--- src/rtl/rom_read_arbiter_if.sv ---
// One requester port of the ROM arbiter: a request channel and a response channel,
// each with a valid/ready handshake.
interface rom_read_arbiter_if;
    localparam int unsigned ADDR_W = 32;
    localparam int unsigned DATA_W = 32;

    logic              req_valid;
    logic [ADDR_W-1:0] req_addr;
    logic              req_ready;
    logic              rsp_valid;
    logic [DATA_W-1:0] rsp_data;
    logic              rsp_err;
    logic              rsp_ready;

    modport master (
        output req_valid, req_addr, rsp_ready,
        input  req_ready, rsp_valid, rsp_data, rsp_err
    );

    modport slave (
        input  req_valid, req_addr, rsp_ready,
        output req_ready, rsp_valid, rsp_data, rsp_err
    );
endinterface

--- src/rtl/rom_read_arbiter.sv ---
// Shares one synchronous-read instruction ROM between instruction fetch and data-side
// constant loads, with range/alignment fault checking and a fixed two-cycle response.
module rom_read_arbiter #(
    parameter int unsigned WORDS       = 4096,
    parameter logic [31:0] BASE_ADDR   = 32'h0000_0000,
    parameter bit          ROUND_ROBIN = 1'b1
) (
    input  logic              clk,
    input  logic              rst,
    rom_read_arbiter_if.slave if_bus,
    rom_read_arbiter_if.slave ld_bus,
    output logic [31:0]       rom_addr,
    input  logic [31:0]       rom_data,
    output logic              busy
);
    localparam int unsigned ADDR_W = 32;
    localparam int unsigned DATA_W = 32;
    localparam int unsigned EXT_W  = ADDR_W + 1;
    localparam logic [EXT_W-1:0] WINDOW_BYTES = EXT_W'(WORDS) << 2;

    typedef enum logic [1:0] {
        IDLE = 2'd0,
        READ = 2'd1,
        RESP = 2'd2
    } state_t;

    state_t            state_q, state_d;
    logic              gnt_ld_q, gnt_ld_d;
    logic              err_q, err_d;
    logic              last_ld_q, last_ld_d;
    logic [ADDR_W-1:0] rom_addr_q, rom_addr_d;

    logic              sel_ld_c;
    logic              accept_c;
    logic              addr_err_c;
    logic              rsp_fire_c;
    logic [ADDR_W-1:0] req_addr_c;
    logic [EXT_W-1:0]  diff_c;

    // Grant selection and address checking; the 33-bit difference exposes underflow.
    always_comb begin
        sel_ld_c = 1'b0;
        if (ld_bus.req_valid && if_bus.req_valid) begin
            sel_ld_c = ROUND_ROBIN ? !last_ld_q : 1'b1;
        end else if (ld_bus.req_valid) begin
            sel_ld_c = 1'b1;
        end
        accept_c   = (state_q == IDLE) && !rst && (if_bus.req_valid || ld_bus.req_valid);
        req_addr_c = sel_ld_c ? ld_bus.req_addr : if_bus.req_addr;
        diff_c     = {1'b0, req_addr_c} - {1'b0, BASE_ADDR};
        addr_err_c = (req_addr_c[1:0] != 2'b00) || diff_c[ADDR_W]
                     || ({1'b0, diff_c[ADDR_W-1:0]} >= WINDOW_BYTES);
        rsp_fire_c = (state_q == RESP) && (gnt_ld_q ? ld_bus.rsp_ready : if_bus.rsp_ready);
    end

    always_ff @(posedge clk) begin
        if (rst) begin
            state_q <= IDLE;
        end else begin
            state_q <= state_d;
        end
    end

    always_comb begin
        state_d = state_q;
        unique case (state_q)
            IDLE:    if (accept_c) state_d = READ;
            READ:    state_d = RESP;
            RESP:    if (rsp_fire_c) state_d = IDLE;
            default: state_d = IDLE;
        endcase
    end

    // Transaction context captured at acceptance and held until the response retires.
    always_comb begin
        gnt_ld_d   = gnt_ld_q;
        err_d      = err_q;
        last_ld_d  = last_ld_q;
        rom_addr_d = rom_addr_q;
        if (accept_c) begin
            gnt_ld_d   = sel_ld_c;
            err_d      = addr_err_c;
            last_ld_d  = sel_ld_c;
            rom_addr_d = addr_err_c ? '0 : diff_c[ADDR_W-1:0];
        end
    end

    always_ff @(posedge clk) begin
        if (rst) begin
            gnt_ld_q   <= 1'b0;
            err_q      <= 1'b0;
            last_ld_q  <= 1'b1;
            rom_addr_q <= '0;
        end else begin
            gnt_ld_q   <= gnt_ld_d;
            err_q      <= err_d;
            last_ld_q  <= last_ld_d;
            rom_addr_q <= rom_addr_d;
        end
    end

    // Response data passes straight from the ROM since rom_addr is held through RESP.
    always_comb begin
        if_bus.req_ready = accept_c && !sel_ld_c;
        ld_bus.req_ready = accept_c && sel_ld_c;
        if_bus.rsp_valid = 1'b0;
        if_bus.rsp_data  = '0;
        if_bus.rsp_err   = 1'b0;
        ld_bus.rsp_valid = 1'b0;
        ld_bus.rsp_data  = '0;
        ld_bus.rsp_err   = 1'b0;
        if (state_q == RESP) begin
            if (gnt_ld_q) begin
                ld_bus.rsp_valid = 1'b1;
                ld_bus.rsp_data  = err_q ? DATA_W'(0) : rom_data;
                ld_bus.rsp_err   = err_q;
            end else begin
                if_bus.rsp_valid = 1'b1;
                if_bus.rsp_data  = err_q ? DATA_W'(0) : rom_data;
                if_bus.rsp_err   = err_q;
            end
        end
        rom_addr = rom_addr_q;
        busy     = (state_q != IDLE);
    end
endmodule

--- src/flat_wrapper.sv ---
// flat-port wrapper written by rule: the top's interface ports become plain ports
module rom_read_arbiter_flat 
#(
    parameter int unsigned WORDS       = 4096,
    parameter logic [31:0] BASE_ADDR   = 32'h0000_0000,
    parameter bit          ROUND_ROBIN = 1'b1
)
  (clk, rst, rom_addr, rom_data, busy, if_bus_req_valid, if_bus_req_addr, if_bus_rsp_ready, if_bus_req_ready, if_bus_rsp_valid, if_bus_rsp_data, if_bus_rsp_err, ld_bus_req_valid, ld_bus_req_addr, ld_bus_rsp_ready, ld_bus_req_ready, ld_bus_rsp_valid, ld_bus_rsp_data, ld_bus_rsp_err);
  rom_read_arbiter_if if_bus_i ();
  rom_read_arbiter_if ld_bus_i ();
  input  logic clk;
  input  logic rst;
  output logic [31:0] rom_addr;
  input  logic [31:0] rom_data;
  output logic busy;
  input wire logic [$bits(if_bus_i.req_valid)-1:0] if_bus_req_valid;
  input wire logic [$bits(if_bus_i.req_addr)-1:0] if_bus_req_addr;
  input wire logic [$bits(if_bus_i.rsp_ready)-1:0] if_bus_rsp_ready;
  output wire logic [$bits(if_bus_i.req_ready)-1:0] if_bus_req_ready;
  output wire logic [$bits(if_bus_i.rsp_valid)-1:0] if_bus_rsp_valid;
  output wire logic [$bits(if_bus_i.rsp_data)-1:0] if_bus_rsp_data;
  output wire logic [$bits(if_bus_i.rsp_err)-1:0] if_bus_rsp_err;
  input wire logic [$bits(ld_bus_i.req_valid)-1:0] ld_bus_req_valid;
  input wire logic [$bits(ld_bus_i.req_addr)-1:0] ld_bus_req_addr;
  input wire logic [$bits(ld_bus_i.rsp_ready)-1:0] ld_bus_rsp_ready;
  output wire logic [$bits(ld_bus_i.req_ready)-1:0] ld_bus_req_ready;
  output wire logic [$bits(ld_bus_i.rsp_valid)-1:0] ld_bus_rsp_valid;
  output wire logic [$bits(ld_bus_i.rsp_data)-1:0] ld_bus_rsp_data;
  output wire logic [$bits(ld_bus_i.rsp_err)-1:0] ld_bus_rsp_err;
  assign if_bus_i.req_valid = if_bus_req_valid;
  assign if_bus_i.req_addr = if_bus_req_addr;
  assign if_bus_i.rsp_ready = if_bus_rsp_ready;
  assign if_bus_req_ready = if_bus_i.req_ready;
  assign if_bus_rsp_valid = if_bus_i.rsp_valid;
  assign if_bus_rsp_data = if_bus_i.rsp_data;
  assign if_bus_rsp_err = if_bus_i.rsp_err;
  assign ld_bus_i.req_valid = ld_bus_req_valid;
  assign ld_bus_i.req_addr = ld_bus_req_addr;
  assign ld_bus_i.rsp_ready = ld_bus_rsp_ready;
  assign ld_bus_req_ready = ld_bus_i.req_ready;
  assign ld_bus_rsp_valid = ld_bus_i.rsp_valid;
  assign ld_bus_rsp_data = ld_bus_i.rsp_data;
  assign ld_bus_rsp_err = ld_bus_i.rsp_err;
  rom_read_arbiter #(.WORDS(WORDS), .BASE_ADDR(BASE_ADDR), .ROUND_ROBIN(ROUND_ROBIN)) u_core (.clk(clk), .rst(rst), .if_bus(if_bus_i), .ld_bus(ld_bus_i), .rom_addr(rom_addr), .rom_data(rom_data), .busy(busy));
endmodule
--- config.mk ---
export PLATFORM = sky130hd
export DESIGN_NAME = rom_read_arbiter_flat
export DESIGN_NICKNAME = d
export VERILOG_FILES = /design/src/rtl/rom_read_arbiter_if.sv /design/src/rtl/rom_read_arbiter.sv /design/src/flat_wrapper.sv
export SDC_FILE = /design/constraint.sdc
export NUM_CORES = 1
export LEC_CHECK = 0
export ABC_CLOCK_PERIOD_IN_PS = 3300
export BUFFER_PORTS_ARGS = -buffer_cell sky130_fd_sc_hd__buf_2
export CORE_AREA = 2 2 79 81
export CTS_BUF_LIST = sky130_fd_sc_hd__clkbuf_16
export DETAILED_ROUTE_END_ITERATION = 16
export DIE_AREA = 0 0 81 83
export GPL_TIMING_DRIVEN = 0
export PLACE_DENSITY = 0.8
export SETUP_SLACK_MARGIN = 0.15
export SLEW_MARGIN = 10
export SYNTH_ARGS = -nofsm -noshare
export SYNTH_HDL_FRONTEND = slang
export SYNTH_SLANG_ARGS = --single-unit
--- constraint.sdc ---
create_clock -name clk -period 3.3 [get_ports clk]
set_input_delay 0.66 -clock clk [delete_from_list [all_inputs] [get_ports clk]]
set_output_delay 0.66 -clock clk [all_outputs]
set_load 0.02 [all_outputs]
==> results of run 1 <==
## path summary, 6_finish.rpt
path,startpoint,to,cells after the start
hold reg to reg,u_core.rom_addr[22]$_SDFFE_PP0P_,u_core.rom_addr[22]$_SDFFE_PP0P_,1
hold / removal,u_core.rom_addr[22]$_SDFFE_PP0P_,u_core.rom_addr[22]$_SDFFE_PP0P_,1
setup reg to reg,u_core.last_ld_q$_SDFFE_PP1P_,u_core.rom_addr[5]$_SDFFE_PP0P_,5
setup / recovery,if_bus_req_valid,if_bus_req_ready,7
## placed cells by master, fill, tap and decap left out, drive strengths merged
master,synthesis,final
buf,3,207
nor2,70,70
nand2,49,49
dfxtp,37,37
and2,21,21
clkbuf,13,18
mux2i,13,13
o31ai,12,12
nor4,10,10
inv,4,5
a21oi,4,4
nor2b,3,3
clkinv,1,3
diode,0,2
nand2b,2,2
or2,1,1
a21boi,1,1
nand4,1,1
nand4b,1,1
o22a,1,1
and3,1,1
a211o,1,1
o221ai,1,1
## cell families after synthesis
| group | after synthesis |
|---|---|
| AO/OA/AOI/OAI | 20 |
| buffers and inverters | 21 |
| flip-flops | 37 |
| multiplexers | 13 |
| AND/OR/NAND/NOR | 159 |
## per-layer routing
| metal | part of all wire | vias up | global-route usage |
|---|---|---|---|
| li1 | - | 1235 | - |
| met1 | 0.37 | 1077 | 0.199 |
| met2 | 0.52 | 110 | 0.363 |
| met3 | 0.084 | 14 | 0.0500 |
| met4 | 0.024 | 0 | 0.0678 |
| met5 | 0 | - | 0 |
## through the flow
stage,cells,hold slack [ns]
detailed placement,529,0.438
finish,539,0.452
floorplan,250,0.434
CTS,537,0.457
global placement,529,0.431
global route,538,0.476
## power by group
part	internal [W]	switching [W]
sequential	0.000453	0.00000454
clock	0.000274	0.000167
combinational	0.0000952	0.000149
total	0.000822	0.000320
## sequential cells by signal, indices dropped and copies added, names as in the netlist
name,flops
u_core.gnt_ld_q,1
u_core.rom_addr,32
u_core.err_q,1
u_core.state_q,2
u_core.last_ld_q,1
## cell type report
cell class              count  share of cell area
well taps                  75              0.0293
multi-input cells         192               0.348
plain buffers              16              0.0226
inverters                   5             0.00585
repair buffers            204               0.318
diodes                      2             0.00156
clock buffers               5              0.0390
flip-flops and latches     37               0.231
clock inverters             3             0.00429
## worst max-delay path, delay by kind of cell
family | cells | cell delay, ns
and+or+nand+nor | 4 | 0.70
buffers and inverters | 3 | 0.59
==> out/qor.csv, run 1 <==
stage,metric,value,unit
grt,initial antenna violation count,2,
worst_hold_path,type of the tightest min-delay check,reg -> reg,
synth,complex-gate fraction of the synthesized area,0.146,
power,total power,0.00114,W
synth,Post-synth top cells,"nor2_1, nand2_1, dfxtp_1, and2_1",
finish,fill count,585,
critical_path,critical path data required time,2.64,ns
finish,final instance area,3210,sq um
run,Max Cap Viol,0,
die,I/O pins,205,
grt,largest net degree at the start of global routing,12,
clock_tree,Resized Gates After CTS,0,
finish,Sequential cell area,741,sq um
route,Vias,2436,
synth,async set-reset flop share out of synthesis,0,
finish,Util after Layout,0.551,
synth,Simple-Gate Fraction of Synth Area,0.360,
critical_path,"most used cell, CP",buf_2,
critical_path,critical path launch point type,primary input,
grt,grt total ovfl,0,
clock_tree,cts bufs inserted,5,
placed_design,number of port buffers,204,
synth,Yosys reg bits,37,
synth,Synth warnings,0,
timing,worst-margin pin slew,0.449,ns
synth,most area-consuming cells after synthesis,"dfxtp_1, nor2_1, o31ai_4",
critical_path,Crit Path Class,in -> out,
power,power per cell area,356,nW/um^2
critical_path,crit end category,primary output,
critical_path,"reg-to-reg slack, setup",1.69,ns
clock_tree,Max Root-Sink Buffers,2,
grt,All-Layer GR Usage,0.193,
die,Initial Utilization,0.335,
route,remaining antenna violation count after routing,0,
timing,Fin. Hold Viols,0,
synth,Synth Cell Area,1950,sq um
die,Row Count,28,
die,Die Span Y,83,microns
route,vias per cell,4.52,
run_status,outcome,"complete, no violations",
finish,nets,563,
route,1st-iter DRT viols,60,
die,Die Wd,81,microns
synth,"Avg Cell Area, Syn",7.79,sq um
placed_design,GP Congestion,0.733,
die,Core ar.,5820,sq um
timing,worst setup margin,0.681,ns
placed_design,HPWL after DPL,5680,microns
grt,number of global-route vias before repair,2300,
synth,ys flop type,dfxtp_1,
clock_tree,root buffer cell,clkbuf_16,
clock_tree,Clock Latency Late Sink,0.27,ns
route,Total Wirelength,6750,microns
power,VDD IR max,258,uV
clock_tree,Hold Buf Count CTS,0,
clock_tree,CTS tree,built,
timing,Final Max Slew Viols,0,
clock_tree,Clock Pin Slew Worst Setup and Hold Paths,0.05,ns
timing,max_slew headroom,0.701,
clock_tree,clk sinks,37,
grt,first-pass GRT wire length,10300,microns
timing,Max Clk Rate,382,MHz
synth,Post-synth EDFFs,0,
critical_path,Worst path max stage delay,0.31,ns
synth,Yosys cell types,28,
route,DRC,0,
placed_design,dpl cell area,3060,sq um
finish,fraction of layout cells with a size suffix above 1,0.494,
critical_path,crit-path cells,buf_2 -> or2_1 -> and2_1 -> nand2b_2 -> buf_4 -> nor2_1 -> buf_2,
die,die area,6720,sq um
synth,post-synthesis xor/xnor area fraction,0,
finish,Area Growth Syn to Fin,64.6,%
timing,setup TNS,0,ns
route,TritonRoute pass-1 iters,4,
timing,crit path time final,2.62,ns
synth,adder-cell share of the synthesized area,0,
synth,sequential-to-total area share from yosys stat,0.380,
synth,cell taking the most area after synthesis,dfxtp_1,
clock_tree,postcts setup bufs,0,
timing,RSZ-0062 raised after global routing,false,
timing,final setup vio count,0,
finish,area of the multi-input gates,1120,sq um
synth,top-count cell post-synth,nor2_1,
route,WL/cell,12.5,microns
timing,Clock Skew,0.00374,ns
critical_path,critical path arrival,1.96,ns
clock_tree,H-tree depth,2,
critical_path,maximum fanout along the worst path,10,
synth,Mapped Nets,352,
synth,share of the synthesized area in the top cell type,0.380,
synth,cells after synthesis,250,
synth,post-synthesis mux area share,0.0668,
synth,largest family of logic cells by synthesized area,simple AND/OR/NAND/NOR gates,
power,P_leak,1.82,nW
placed_design,"worst slack, placed",0.681,ns
critical_path,"Slowest-stage cell, CP",buf_4,
timing,period utilization,0.794,
No activity file was read; power rests on OpenSTA's default activity.
==> run 2: changes to the inputs <==
--- a/config.mk
+++ b/config.mk
@@ -5,14 +5,14 @@
 export SDC_FILE = /design/constraint.sdc
 export NUM_CORES = 1
 export LEC_CHECK = 0
-export ABC_CLOCK_PERIOD_IN_PS = 3300
+export ABC_CLOCK_PERIOD_IN_PS = 2300
 export BUFFER_PORTS_ARGS = -buffer_cell sky130_fd_sc_hd__buf_2
-export CORE_AREA = 2 2 79 81
+export CORE_MARGIN = 2
+export CORE_UTILIZATION = 32
 export CTS_BUF_LIST = sky130_fd_sc_hd__clkbuf_16
 export DETAILED_ROUTE_END_ITERATION = 16
-export DIE_AREA = 0 0 81 83
 export GPL_TIMING_DRIVEN = 0
-export PLACE_DENSITY = 0.8
+export PLACE_DENSITY = 0.81
 export SETUP_SLACK_MARGIN = 0.15
 export SLEW_MARGIN = 10
 export SYNTH_ARGS = -nofsm -noshare
==> constraint.sdc (replaced) <==
create_clock -name clk -period 2.3 [get_ports clk]
set_input_delay 0.46 -clock clk [delete_from_list [all_inputs] [get_ports clk]]
set_output_delay 0.46 -clock clk [all_outputs]
set_load 0.02 [all_outputs]
==> run 2 against run 1 <==
  * Via count is 1.1% higher
  * Count of clock-buffer cells in the layout stayed put
  * Clock power is 72% higher
  * Critical endpoint unchanged
  * Total power is 57% higher
  * First-iteration DRC count is 33% higher
  * Sequential cell count stayed put
  * Clock skew is 0.0012 ns higher
  * Sequential share of layout area is 0.49 points lower
  * Combinational power is 51% higher
  * Wire length is 9.0% higher
  * Non-clock buffer count stayed put
==> out/qor.csv, run 2 (synthesis results as in run 1) <==
stage,metric,value,unit,change
timing,worst-margin pin slew,0.448,ns,was 0.449 ns
timing,Final Max Slew Viols,0,,unchanged
timing,max_slew headroom,0.702,,was 0.701
die,die area,6730,sq um,was 6720 sq um
finish,"commonest non-fill, non-tap cell in the layout",buf_2,,unchanged
die,Die Span Y,82.0,microns,was 83 microns
grt,number of global-route vias before repair,2182,,was 2300
power,Psw,0.000484,W,was 0.000320 W
finish,fraction of layout cells with a size suffix above 1,0.517,,was 0.494
route,remaining antenna violation count after routing,0,,unchanged
critical_path,critical path arrival,1.63,ns,was 1.96 ns
route,Total Wirelength,7360,microns,was 6750 microns
timing,Max Clk Rate,479,MHz,
route,1st-iter DRT viols,80,,was 60
grt,grt total ovfl,0,,unchanged
placed_design,# placed instances,529,,unchanged
die,Die Wd,82.0,microns,was 81 microns
finish,Finished Layout Cells,538,,was 539
placed_design,number of port buffers,204,,unchanged
power,sequential power share,0.369,,was 0.401
critical_path,critical path launch point type,primary input,,unchanged
worst_hold_path,hold path cells,2,,was 1
clock_tree,Clock Latency Late Sink,0.27,ns,about the same
power,Clock Power Share,0.424,,was 0.386
finish,nets,563,,unchanged
clock_tree,cts bufs inserted,5,,unchanged
route,WL/cell,13.7,microns,was 12.5 microns
finish,Area Growth Syn to Fin,68.1,%,was 64.6%
route,TritonRoute pass-1 iters,4,,unchanged
grt,All-Layer GR Usage,0.198,,was 0.193
clock_tree,Clock Pin Slew Worst Setup and Hold Paths,0.05,ns,about the same
timing,period utilization,0.908,,
timing,final setup vio count,0,,unchanged
die,Initial Utilization,0.331,,was 0.335
route,Vias,2464,,was 2436
critical_path,maximum fanout along the worst path,10,,unchanged
die,Row Count,28,,unchanged
finish,fill count,577,,was 585
power,Switching Fraction,0.271,,was 0.280
timing,RSZ-0062 raised after global routing,false,,unchanged
placed_design,HPWL after DPL,6180,microns,was 5680 microns
timing,crit path time final,2.09,ns,
timing,setup TNS,0,ns,unchanged
worst_hold_path,type of the tightest min-delay check,in -> reg,,was reg -> reg
route,DRC,0,,unchanged
finish,Largest register FFs,32,,unchanged
die,Core ar.,5890,sq um,was 5820 sq um
placed_design,GP Congestion,0.711,,was 0.733
power,VDD IR max,421,uV,was 258 uV
critical_path,critical path data required time,1.84,ns,was 2.64 ns
power,total power,0.00179,W,was 0.00114 W
power,internal cell power,0.00130,W,was 0.000822 W
clock_tree,root buffer cell,clkbuf_16,,unchanged
finish,Sequential cell area,741,sq um,unchanged
finish,area of the multi-input gates,1140,sq um,was 1120 sq um
clock_tree,H-tree depth,2,,unchanged
run,Max Cap Viol,0,,unchanged
clock_tree,clk sinks,37,,unchanged
critical_path,Worst R2R Path Depth,5,,unchanged
grt,first-pass GRT wire length,10200,microns,was 10300 microns
power,combinational group share of total power,0.207,,was 0.213
timing,Clock Skew,0.00493,ns,was 0.00374 ns
clock_tree,CTS tree,built,,unchanged
power,power per cell area,546,nW/um^2,was 356 nW/um^2
run_status,outcome,"complete, no violations",,unchanged
grt,initial antenna violation count,1,,was 2
timing,Fin. Hold Viols,0,,unchanged
route,vias per cell,4.58,,was 4.52
clock_tree,Max Root-Sink Buffers,2,,unchanged
finish,most frequent cells in the layout,"buf_2, nor2_1, nand2_1",,unchanged
critical_path,crit end category,primary output,,unchanged
grt,largest net degree at the start of global routing,13,,was 12
clock_tree,Hold Buf Count CTS,0,,unchanged
die,I/O pins,205,,unchanged
power,P_leak,1.86,nW,was 1.82 nW
critical_path,Crit Path Class,in -> out,,unchanged
==> run 2: changes by cell type in the layout (fill, tap and decap cells not counted), sizes merged <==
cell    delta
diode      -1
buf        +3
clkbuf     -3
clkinv     -1
bufinv     +1
==> run 2: layout make-up <==
cell class	instances	area share
antenna	1	0.000764
multi-input combinational	192	0.348
buffer	16	0.0283
clock buffer	5	0.0382
sequential	37	0.226
tap	75	0.0286
timing repair buffer	204	0.312
clock inverter	3	0.0130
inverter	5	0.00573
==> run 2: power groups by stage <==
stage,logic [W],registers (W),clock network [W]
2_1_floorplan,0.000201,0.000669,0
6_report,0.000369,0.000660,0.000759
3_3_place_gp,0.000350,0.000671,0
5_1_grt,0.000408,0.000661,0.000807
4_1_cts,0.000362,0.000658,0.000776
3_5_place_dp,0.000358,0.000671,0
==> run 2: final timing paths <==
check	start	end	slack, ns
max reg2reg	u_core.last_ld_q$_SDFFE_PP1P_	u_core.rom_addr[7]$_SDFFE_PP0P_	0.67
min	rst	u_core.err_q$_SDFFE_PP0P_	0.44
min reg2reg	u_core.rom_addr[22]$_SDFFE_PP0P_	u_core.rom_addr[22]$_SDFFE_PP0P_	0.45
max	if_bus_req_valid	if_bus_req_ready	0.21
==> run 2: critical path: stages <==
cell,delay [ns]
buf_2,0.12
or2_1,0.24
and2_1,0.21
nand2b_4,0.16
buf_8,0.20
nor2_1,0.06
buf_2,0.16
==> run 2: per-stage QoR <==
step,instance area [sq um],setup slack [ns],hold slack (ns),util
2_1_floorplan,1950,0.389,0.434,-
3_3_place_gp,3060,0.0690,0.432,0.520
3_5_place_dp,3060,0.0596,0.438,0.520
4_1_cts,3240,0.126,0.434,0.550
5_1_grt,3270,0.150,0.452,0.556
6_report,3280,0.211,0.443,0.557
==> run 2: layer usage <==
metal  GRT usage  part of all wire  up-vias
met1       0.245              0.42     1115
met4      0.0433            0.0046        0
met2       0.341              0.49      111
met3      0.0527             0.089        2
li1            -                 -     1236
met5           0                 0        -
==> run 2: repair_timing <==
action / 4_1_cts / 5_1_grt
gates cloned: 0 / 0
buffers inserted: 0 / 0
setup endpoints to repair: 14 / 61
pin swaps: 0 / 0
gates resized for setup: 4 / 23
==> run 3: changes to the inputs <==
--- a/config.mk
+++ b/config.mk
@@ -13,7 +13,7 @@
 export DETAILED_ROUTE_END_ITERATION = 16
 export GPL_TIMING_DRIVEN = 0
 export PLACE_DENSITY = 0.81
-export SETUP_SLACK_MARGIN = 0.15
+export SETUP_SLACK_MARGIN = 0.4
 export SLEW_MARGIN = 10
 export SYNTH_ARGS = -nofsm -noshare
 export SYNTH_HDL_FRONTEND = slang
==> run 3 against run 2 <==
  * Via count up 6.8%
  * Clock skew is 0.0022 ns lower
  * Wire length increased by 17%
  * Clock power grew 1%
  * Combinational power increased by 30%
  * Non-clock buffer count rose by 9
  * Fmax up 6.1%
  * Worst hold slack worse by 0.010 ns
  * Sequential power barely moved
  * First-iteration DRC count rose by 46%
  * Critical path type is now reg -> out
  * Critical endpoint is now if_bus_rsp_data[12]
  * Core utilization rose by 8.5 points
==> out/qor.csv, run 3 (synthesis results as in run 1) <==
stage,metric,value,unit,change
power,Psw,0.000542,W,was 0.000484 W
die,die area,6730,sq um,unchanged
placed_design,# placed instances,529,,unchanged
grt,first-pass GRT wire length,10900,microns,was 10200 microns
clock_tree,clk sinks,37,,unchanged
die,Die Wd,82.0,microns,unchanged
grt,grt total ovfl,0,,unchanged
power,combinational group share of total power,0.250,,was 0.207
timing,Final Max Slew Viols,0,,unchanged
finish,"commonest non-fill, non-tap cell in the layout",buf_2,,unchanged
route,TritonRoute pass-1 iters,4,,unchanged
power,power per cell area,505,nW/um^2,was 546 nW/um^2
critical_path,maximum fanout along the worst path,10,,unchanged
route,Vias,2631,,was 2464
route,vias per cell,4.81,,was 4.58
grt,number of global-route vias before repair,2246,,was 2182
placed_design,number of port buffers,204,,unchanged
timing,setup TNS,0,ns,unchanged
finish,fraction of layout cells with a size suffix above 1,0.605,,was 0.517
route,DRC,0,,unchanged
route,1st-iter DRT viols,117,,was 80
clock_tree,Clock Pin Slew Worst Setup and Hold Paths,0.06,ns,was 0.05 ns
power,Switching Fraction,0.284,,was 0.271
grt,All-Layer GR Usage,0.215,,was 0.198
route,WL/cell,15.7,microns,was 13.7 microns
power,VDD IR max,439,uV,was 421 uV
power,P_leak,1.98,nW,was 1.86 nW
critical_path,critical path launch point type,register,,was primary input
die,I/O pins,205,,unchanged
clock_tree,cts bufs inserted,5,,unchanged
critical_path,"most used cell, CP",buf_8,,was buf_2
critical_path,Worst path max stage delay,0.36,ns,was 0.24 ns
clock_tree,Clock Latency Late Sink,0.28,ns,was 0.27 ns
finish,Largest register FFs,32,,unchanged
timing,crit path time final,1.97,ns,was 2.09 ns
timing,max_slew headroom,0.704,,was 0.702
worst_hold_path,type of the tightest min-delay check,in -> reg,,unchanged
finish,Area Growth Syn to Fin,93.8,%,was 68.1%
critical_path,critical path arrival,1.51,ns,was 1.63 ns
timing,RSZ-0062 raised after global routing,true,,was false
route,Total Wirelength,8580,microns,was 7360 microns
critical_path,Crit Path Class,reg -> out,,was in -> out
clock_tree,Max Root-Sink Buffers,2,,unchanged
grt,initial antenna violation count,2,,was 1
finish,fill count,510,,was 577
power,Clock Power Share,0.403,,was 0.424
critical_path,crit end category,primary output,,unchanged
timing,worst-margin pin slew,0.444,ns,was 0.448 ns
critical_path,top cell family by delay on the critical path,buffers and inverters,,was simple AND/OR/NAND/NOR gates
route,remaining antenna violation count after routing,0,,unchanged
placed_design,HPWL after DPL,6260,microns,was 6180 microns
critical_path,reg-to-reg endpoint,u_core.rom_addr[6]$_SDFFE_PP0P_,,was u_core.rom_addr[7]$_SDFFE_PP0P_
worst_hold_path,hold endpoint,u_core.err_q$_SDFFE_PP0P_,,unchanged
timing,Max Clk Rate,508,MHz,was 479 MHz
power,internal cell power,0.00137,W,was 0.00130 W
critical_path,WP buf/inv,3,,unchanged
critical_path,"reg-to-reg slack, setup",0.63,ns,was 0.67 ns
run_status,outcome,"complete, no violations",,unchanged
timing,Fin. Hold Viols,0,,unchanged
critical_path,Worst R2R Path Depth,6,,was 5
run,Max Cap Viol,0,,unchanged
clock_tree,H-tree depth,2,,unchanged
clock_tree,root buffer cell,clkbuf_16,,unchanged
placed_design,GP Congestion,0.780,,was 0.711
power,sequential power share,0.346,,was 0.369
grt,largest net degree at the start of global routing,13,,unchanged
worst_hold_path,Hold Path Origin,rst,,unchanged
clock_tree,Hold Buf Count CTS,0,,unchanged
die,Row Count,28,,unchanged
critical_path,critical path data required time,1.84,ns,about the same
die,Initial Utilization,0.331,,unchanged
die,Die Span Y,82.0,microns,unchanged
clock_tree,CTS tree,built,,unchanged
timing,final setup vio count,0,,unchanged
timing,Clock Skew,0.00278,ns,was 0.00493 ns
timing,period utilization,0.856,,was 0.908
finish,Finished Layout Cells,547,,was 538
finish,nets,572,,was 563
die,Core ar.,5890,sq um,unchanged
critical_path,crit-path cells,nor2b_4 -> nand2b_1 -> buf_8 -> buf_8 -> nor2_1 -> buf_4,,was buf_2 -> or2_1 -> and2_1 -> nand2b_4 -> buf_8 -> nor2_1 -> buf_2
critical_path,"Slowest-stage cell, CP",dfxtp_4,,was or2_1
worst_hold_path,hold path cells,2,,unchanged
finish,most frequent cells in the layout,"buf_2, nand2_1, nor2_1",,"was buf_2, nor2_1, nand2_1"
critical_path,reg2reg start,u_core.last_ld_q$_SDFFE_PP1P_,,unchanged
## run 3: changes by cell type in the layout (fill, tap and decap cells not counted), moves of 2 or more
cell and change:
buf_2 -42, nor2_1 -29, buf_4 +24, buf_6 +24, nor2_2 +18, nor2_4 +11
buf_8 +5, clkbuf_2 -4, clkbuf_1 -2, dfxtp_1 -2
## run 3: routing by layer
layer | up-vias | share of wire | GRT usage
met5 | - | 0.00082 | 0
met4 | 2 | 0.014 | 0.0667
met3 | 14 | 0.081 | 0.0560
met2 | 130 | 0.52 | 0.361
met1 | 1230 | 0.39 | 0.268
li1 | 1255 | - | -
## run 3: worst max path at each step
stage,start,to,slack (ns),cells past startpoint
global placement,if_bus_req_valid,if_bus_req_ready,0.14,7
CTS,if_bus_req_valid,if_bus_req_ready,0.36,7
detailed placement,if_bus_req_valid,if_bus_req_ready,0.14,7
global route,u_core.state_q[1]$_SDFFE_PP0P_,if_bus_rsp_data[12],0.29,6
finish,u_core.state_q[1]$_SDFFE_PP0P_,if_bus_rsp_data[12],0.33,6
floorplan,ld_bus_req_valid,if_bus_req_ready,0.45,5
## run 3: per-stage QoR
step	cell area [sq um]	hold WS (ns)	power [W]	setup WS [ns]	util
finish	3770	0.433	0.00191	0.331	0.641
global route	3770	0.446	0.00199	0.289	0.641
CTS	3520	0.431	0.00186	0.357	0.598
detailed placement	3070	0.438	0.00103	0.136	0.521
global placement	3070	0.432	0.00102	0.141	0.521
floorplan	1950	0.434	0.000871	0.454	-
## run 3: timing repair
action	CTS	global route
gates cloned	1	0
resized for setup	80	76
setup endpoints to repair	64	64
setup buffers	5	3
pin swaps	2	0
## run 3: power by group through the flow
stage	combinational (W)	clock, W	sequential (W)
final	0.000478	0.000770	0.000661
after floorplan	0.000202	0	0.000669
after global routing	0.000510	0.000814	0.000662
after detailed placement	0.000358	0	0.000671
after CTS	0.000422	0.000777	0.000661
after global placement	0.000352	0	0.000671
## run 3: cell type report
class	instances	area [sq um]	share of cell area
repair buffers	213	1280	0.340
multi-input cells	192	1280	0.339
flip-flops and latches	37	746	0.198
inverters	5	18.8	0.00497
clock inverters	3	42.5	0.0113
plain buffers	16	185	0.0491
well taps	75	93.8	0.0249
diodes	1	2.50	0.000663
clock buffers	5	125	0.0331
## run 3: worst reg2reg max path: cells and delay by family, from the launching register on
kind / cells / cell delay (ns)
compound gates: 3 / 0.70
buf+inv: 2 / 0.41
flops: 1 / 0.34
simple gates: 1 / 0.13
